===== config.mk =====
export PLATFORM = sky130hd
export DESIGN_NAME = mc_controller
export DESIGN_NICKNAME = d
export VERILOG_FILES = /design/src/rtl/mc_controller.sv
export SDC_FILE = /design/constraint.sdc
export NUM_CORES = 1
export LEC_CHECK = 0
export BUFFER_PORTS_ARGS = -buffer_cell sky130_fd_sc_hd__buf_2
export CORE_UTILIZATION = 45
export DETAILED_ROUTE_END_ITERATION = 12
export PLACE_DENSITY = 0.87
export RECOVER_POWER = 100
export SYNTH_ARGS = -nofsm -noshare
export SYNTH_HDL_FRONTEND = slang
export SYNTH_SLANG_ARGS = --single-unit

===== constraint.sdc =====
create_clock -name clk -period 1.4 [get_ports clk]
set_clock_uncertainty 0.05 [all_clocks]
set_input_delay 0.07 -clock clk [delete_from_list [all_inputs] [get_ports clk]]
set_output_delay 0.07 -clock clk [all_outputs]
set_load 0.05 [all_outputs]

===== src/rtl/mc_controller.sv =====
// Multi-cycle MIPS control FSM: decodes opcode/funct, sequences the datapath
// one phase per clock, stalls on mem_ready and counts retired instructions.
module mc_controller #(
    parameter int CNT_W = 16
) (
    input  logic             clk,
    input  logic             rst_n,
    input  logic [5:0]       opcode,
    input  logic [5:0]       funct,
    input  logic             zero,
    input  logic             mem_ready,
    output logic [2:0]       alu_ctrl,
    output logic             alu_src_a,
    output logic [1:0]       alu_src_b,
    output logic [1:0]       pc_src,
    output logic             pc_en,
    output logic             iord,
    output logic             mem_read,
    output logic             mem_write,
    output logic             ir_write,
    output logic             reg_dst,
    output logic             mem_to_reg,
    output logic             reg_write,
    output logic             instr_done,
    output logic             illegal,
    output logic [3:0]       state,
    output logic [CNT_W-1:0] retired
);
    localparam logic [2:0] ALU_AND = 3'b000;
    localparam logic [2:0] ALU_OR  = 3'b001;
    localparam logic [2:0] ALU_ADD = 3'b010;
    localparam logic [2:0] ALU_OFF = 3'b011;
    localparam logic [2:0] ALU_SUB = 3'b110;
    localparam logic [2:0] ALU_SLT = 3'b111;

    localparam logic [5:0] OP_RTYPE = 6'b000000;
    localparam logic [5:0] OP_LW    = 6'b100011;
    localparam logic [5:0] OP_SW    = 6'b101011;
    localparam logic [5:0] OP_BEQ   = 6'b000100;
    localparam logic [5:0] OP_ADDI  = 6'b001000;
    localparam logic [5:0] OP_J     = 6'b000010;

    typedef enum logic [3:0] {
        S_RST      = 4'd0,
        S_FETCH    = 4'd1,
        S_DECODE   = 4'd2,
        S_MEM_ADDR = 4'd3,
        S_MEM_RD   = 4'd4,
        S_MEM_WB   = 4'd5,
        S_MEM_WR   = 4'd6,
        S_R_EX     = 4'd7,
        S_R_WB     = 4'd8,
        S_BRANCH   = 4'd9,
        S_JUMP     = 4'd10,
        S_ADDI_EX  = 4'd11,
        S_ADDI_WB  = 4'd12
    } state_t;

    state_t state_q, state_d;

    assign state = state_q;

    always_ff @(posedge clk) begin
        if (!rst_n) begin
            state_q <= S_RST;
            retired <= '0;
        end else begin
            state_q <= state_d;
            if (instr_done)
                retired <= retired + CNT_W'(1);
        end
    end

    always_comb begin
        state_d    = S_RST;
        alu_ctrl   = ALU_OFF;
        alu_src_a  = 1'b0;
        alu_src_b  = 2'b00;
        pc_src     = 2'b00;
        pc_en      = 1'b0;
        iord       = 1'b0;
        mem_read   = 1'b0;
        mem_write  = 1'b0;
        ir_write   = 1'b0;
        reg_dst    = 1'b0;
        mem_to_reg = 1'b0;
        reg_write  = 1'b0;
        instr_done = 1'b0;
        illegal    = 1'b0;
        case (state_q)
            S_RST: state_d = S_FETCH;
            S_FETCH: begin
                mem_read  = 1'b1;
                alu_src_b = 2'b01;
                alu_ctrl  = ALU_ADD;
                ir_write  = mem_ready;
                pc_en     = mem_ready;
                state_d   = mem_ready ? S_DECODE : S_FETCH;
            end
            S_DECODE: begin
                // Speculatively compute the branch target into ALUOut.
                alu_src_b = 2'b11;
                alu_ctrl  = ALU_ADD;
                case (opcode)
                    OP_RTYPE:      state_d = S_R_EX;
                    OP_LW, OP_SW:  state_d = S_MEM_ADDR;
                    OP_BEQ:        state_d = S_BRANCH;
                    OP_ADDI:       state_d = S_ADDI_EX;
                    OP_J:          state_d = S_JUMP;
                    default: begin
                        illegal = 1'b1;
                        state_d = S_FETCH;
                    end
                endcase
            end
            S_MEM_ADDR: begin
                alu_src_a = 1'b1;
                alu_src_b = 2'b10;
                alu_ctrl  = ALU_ADD;
                state_d   = (opcode == OP_LW) ? S_MEM_RD : S_MEM_WR;
            end
            S_MEM_RD: begin
                mem_read = 1'b1;
                iord     = 1'b1;
                state_d  = mem_ready ? S_MEM_WB : S_MEM_RD;
            end
            S_MEM_WB: begin
                reg_write  = 1'b1;
                mem_to_reg = 1'b1;
                instr_done = 1'b1;
                state_d    = S_FETCH;
            end
            S_MEM_WR: begin
                mem_write  = 1'b1;
                iord       = 1'b1;
                instr_done = mem_ready;
                state_d    = mem_ready ? S_FETCH : S_MEM_WR;
            end
            S_R_EX: begin
                alu_src_a = 1'b1;
                state_d   = S_R_WB;
                case (funct)
                    6'b100000: alu_ctrl = ALU_ADD;
                    6'b100010: alu_ctrl = ALU_SUB;
                    6'b100100: alu_ctrl = ALU_AND;
                    6'b100101: alu_ctrl = ALU_OR;
                    6'b101010: alu_ctrl = ALU_SLT;
                    default: begin
                        illegal = 1'b1;
                        state_d = S_FETCH;
                    end
                endcase
            end
            S_R_WB: begin
                reg_write  = 1'b1;
                reg_dst    = 1'b1;
                instr_done = 1'b1;
                state_d    = S_FETCH;
            end
            S_BRANCH: begin
                alu_src_a  = 1'b1;
                alu_ctrl   = ALU_SUB;
                pc_src     = 2'b01;
                pc_en      = zero;
                instr_done = 1'b1;
                state_d    = S_FETCH;
            end
            S_JUMP: begin
                pc_src     = 2'b10;
                pc_en      = 1'b1;
                instr_done = 1'b1;
                state_d    = S_FETCH;
            end
            S_ADDI_EX: begin
                alu_src_a = 1'b1;
                alu_src_b = 2'b10;
                alu_ctrl  = ALU_ADD;
                state_d   = S_ADDI_WB;
            end
            S_ADDI_WB: begin
                reg_write  = 1'b1;
                instr_done = 1'b1;
                state_d    = S_FETCH;
            end
            default: state_d = S_RST;
        endcase
    end
endmodule


# After elaboration in Yosys (flattened, before gate mapping)
# Index checks and enable logic that the tools add are counted.
[word_totals] reg_bits=20 latchBits=0 ramBits=0 romBits=0 in_bits=16 out_inout_bits=38 wordCells=62 n_memories=0
[classes] add_sub_neg=1 multipliers=0 div=0 magnitude_cmp=0 n_eq_ne=22 shift=0 mux=24 bitwise=0 n_reduce_logical=13
[ops] op="$eq 6x6->1 const B" n=7
[ops] op="$pmux 4 s8" n=1
[ops] op="$eq 4x4->1 const B" n=5
[ops] op="$pmux 4 s5" n=1
[ops] op="$add 16x1->16 const B" n=1
[ops] op="$eq 4x3->1 const B" n=4
[ops] op="$pmux 3 s5" n=1
[ops] op="$reduce_or 6->1" n=2
[ops] op="$mux 1" n=11
[ops] op="$reduce_or 5->1" n=2
[ops] op="$pmux 3 s3" n=1
[ops] op="$eq 4x2->1 const B" n=2
[ops] op="$reduce_or 2->1" n=4
[ops] op="$reduce_or 4->1" n=2
[ops] op="$eq 6x2->1 const B" n=1
[ops] op="$eq 6x3->1 const B" n=1
[ops] op="$eq 6x4->1 const B" n=1
[ops] op="$logic_not 6->1" n=1
[ops] op="$pmux 2 s3" n=1
[ops] op="$eq 4x1->1 const B" n=1
[ops] op="$logic_not 4->1" n=1
[ops] op="$mux 2" n=2
[ops] op="$mux 4" n=1
[ops] op="$pmux 1 s2" n=2
[ops] op="other kinds (4)" n=4

# Longest topological paths before layout
[logic_depth] depth_word=4 ltp_mapped=5 ltp_nobuf=4

# Worst setup path after synthesis
# Ideal clock, no wire load.
[synth_timing] path_kind="register to output" start="reg state_q[0] (netlist: state[0])" end="out pc_en" arrival_ns=3.190 slack_ns=-1.910 stages_incl_launch_ff=5 n_path_buf=1 path_cell_list="dfxtp_1 -> buf_4 -> nand2b_1 -> nor4b_1 -> a211o_1"
[synth_via] elab_chain_cells=2
[synth_rtl] element="from (decl)" line="59" text="state_t state_q, state_d;"
[synth_rtl] element="from (signal assigned)" line="68" text="state_q <= state_d;"
[synth_rtl] element="$eq 4x4->1 / $eq 4x1->1 (equally long branches)" line="90" text="case (state_q)"
[synth_rtl] element="$pmux 1 s3 (*)" line="90"
[synth_rtl] element="to (decl)" line="16" text="output logic pc_en,"
# Every way passes the cells marked *; elsewhere a longest branch is shown, timed or not.

# Final worst setup path
[layout_timing] start="reg state_q[1] (netlist: state[1])" end="reg retired[2]"
[layout_via] elab_chain_cells=3
[layout_rtl] element="$eq 4x4->1 / $eq 4x3->1 (equally long branches)" line="90"
[layout_rtl] element="$reduce_or 5->1 (no line)"
[layout_rtl] element="$pmux 1 s2 (*)" line="90"
[layout_rtl] element="to (signal assigned)" line="70" text="retired <= retired + CNT_W'(1);"
[layout_rtl] element="to (decl)" line="27" text="output logic [CNT_W-1:0] retired"
# Marked as above.
# A chain may end at the register's enable or synchronous reset.

==> impl_results.md <==
- Post-route ant nets: 0
- Synth cell types: 56
- Depth of the CTS H-tree: 1
- Main combinational cell family by area after synthesis: simple AND/OR/NAND/NOR gates
- Critical Path, Cell by Cell: and2b_2, buf_6, buf_6, o211ai_4, nand3_1, a21oi_1
- PD cells: 485.6 nW/µm²
- Total grt overflow: 0
- Die height: ~61 µm
- Crit Reg-Reg Startpoint: state[1]
- Share of the synthesized area in the top cell type: 0.2554
- CP endpoint kind: flip-flop
- Core ar.: 3337 µm²
- Final hold slack: 0.08444 ns
- Synth Area in Compound Gates: 0.2091
- Status: finished, violations left
- Post-synth EDFFs: 0
- Wire per inst: 26.00 µm
- Remaining DRCs: 0
- Syn nets: 209
- Placed cells: 328
- CP max stage cell: dfxtp_4
- Seq/Total Area, Yosys: 0.2554
- Count of nets after finishing: 326
- Non-filler instance count after layout: 355
- Crit path arrival time: 1.96 ns
- Ys async rst share: 0
- Starting density of the core: 0.4698
- Area grow syn2layout: 100.2%
- WL final: 9229 µm
- Period utilisation layout: 1.266
- Startpoint of the worst hold path: opcode[4]
- CTS buffer count: 3
- Share of layout cells above drive strength 1: 0.6753
- CP Data Required Time: 1.59 ns
- Die ar.: 3724 µm²
- Most frequent cell after synthesis: nand2_1
- CTS clock-pin slew for the worst setup and hold paths: 0.12 ns
- DR vias/cell: 6.769
- Clock tree from TritonCTS: done
- Clock latency on the worst-skew pair: 0.32 ns
- Num rows: 21
- Top cell type by total area after synthesis: dfxtp_1
- Gp weighted congestion: ~0.85
- Minimum clock period: 1.772 ns
- RSZ-0062 raised after global routing: true
- Worst setup path startpoint: state[1]
- Synth top cells by count: nand2_1 (21), dfxtp_1 (20), nand2b_1 (16), a21oi_1 (15), mux2i_1 (12)
- Worst-margin pin slew: 0.4482 ns
- Max-slew violations: 0
- CTS Sinks: 20
- Top_reg_cell synth: dfxtp_1
- Failing checks: setup timing
- Synthesis-stage register bit count: 20
- Clock Path Buffers: 2
- First-pass GRT wire length: between 10000 and 15000 µm
- Hold/Removal Path Class: in2reg
- Warnings from Yosys: 0
- Number of buffers added on ports: 53
- Simple-gate share of the synthesized area: 0.3639
- Critical path fanouts, max: 6
- Clk root buf: clkbuf_4
- Fmax: 0.5642 GHz
- XOR/XNOR share of the synthesized area: 0.01117
- Mapped Avg Cell Area: 8.165 µm²
- Top cells by area, synth: dfxtp_1 (26%), mux2i_1 (7.7%), nand2b_1 (6.4%)
- Ports: 54
- Initial antenna violation count: 1
- Synth Instances: 192
- Synth Area in Adders: 0.01516
- Vias: 2403
- Setup violations, final: 38
- Cell mode on critical path: buf_6
- PnR worst setup slack: -0.3725 ns
- Startpoint Class: flip-flop
- Largest net degree at the start of global routing: 22
- Iteration-0 DRC count of the detailed router: between 400 and 500
- Delay of the slowest cell on the worst path: 0.42 ns
- Peak VDD IR: 0.4801 mV
- All-Layer GR Usage: 0.3920
- Fin. Hold Viols: 0
- Initial DRT Pass Iterations: 6
- Pleak: 1.328 nW
- Max Cap Violations: 0
- Mux contribution to synthesized area: 0.08380
- Die Wd: 61.03 µm
- Detailed Place HPWL: 3611 µm
- Max-slew headroom: 0.6998
- Critical path class: reg2reg
- Vias in the first global route: 2106
- Syn Std Cell Area: 1568 µm²
[per-layer routing]
metal / vias up / global-route usage / wire [µm] / part of all wire
li1: 955 / - / - / -
met1: 1109 / 0.4335 / 2998 / 0.32
met2: 247 / 0.6988 / 4466 / 0.48
met3: 92 / 0.09454 / 1013 / 0.11
met4: 0 / 0.1948 / 751 / 0.081
met5: - / 0 / 0 / 0
[cell families (layout without fill, tap and decap cells)]
family	Yosys count	in the layout
AOI/OAI and AO/OA	47	48
xor gates and xnor gates	2	2
adders and majority gates	2	2
buffers and inverters	14	128
DFF	20	20
muxes	13	13
other	0	1
and+or+nand+nor	94	95
[sequential cells by signal (all words and copies together) (netlist names)]
register and count:
retired 16, state 4
[cells in the final DEF, fill, tap and decap left out, types with 2 or more instances in the layout]
master	instances
a211oi_2	3
a21boi_2	4
a21o_1	2
a21oi_1	3
a21oi_2	9
a21oi_4	3
a31oi_1	2
and2b_2	3
and4_1	3
buf_2	15
buf_4	43
buf_6	30
buf_8	13
clkbuf_2	18
clkbuf_4	3
dfxtp_1	6
dfxtp_2	4
dfxtp_4	10
inv_1	3
mux2i_1	12
nand2_1	19
nand2b_1	14
nand2b_4	4
nand3_1	8
nand3b_4	2
nand4_1	2
nor2_1	4
nor2_4	7
nor2b_1	2
nor2b_4	2
nor3_1	4
nor3_4	4
o211ai_4	2
o21ai_1	2
[where the power goes]
part | switching (mW) | internal [mW]
registers | 0.0142 | 0.560
logic | 0.363 | 0.276
clock network | 0.199 | 0.112
[stage by stage]
step	util	area (µm²)	setup TNS [ns]	setup WS (ns)	total power, mW
floorplan	-	1832	-4.374	-0.3782	0.8661
global placement	0.7237	2415	-0.5619	-0.08737	0.9802
detailed placement	0.7237	2415	-1.463	-0.1614	0.9917
CTS	0.8620	2877	-4.980	-0.2969	1.383
global route	0.9408	3139	-10.30	-0.4530	1.565
finish	0.9408	3139	-8.628	-0.3725	1.525
[repair_timing]
item	4_1_cts	5_1_grt
hold buffers	1	0
endpoints found under the hold margin	1	0
setup buffers	13	11
gates resized for setup	82	45
pin swaps	23	21
gates cloned	2	0
setup endpoints to repair	35	40
[final timing paths]
check,slack (ns),end,cells after the start
setup reg to reg,-0.37,retired[2],6
hold / removal,0.08,state[1],3
hold reg to reg,0.46,retired[5],2
setup / recovery,-0.37,retired[2],6
[layout make-up]
cell class / instances / area, µm²
Antenna cell: 1 / 2.502
Clock buffer: 4 / 26.28
Fill cell: 108 / 197.7
Inverter: 4 / 17.52
Multi-Input combinational cell: 160 / 1562
Sequential cell: 20 / 442.9
Tap cell: 46 / 57.56
Timing Repair Buffer: 120 / 1031
[critical path, delay by kind of cell, from the launching register on]
family	cells	cell delay, ns
AOI/OAI and AO/OA	2	0.50
and+or+nand+nor	2	0.45
DFF	1	0.42
buffers and inverters	2	0.27
No activity file was read; power rests on OpenSTA's default activity.
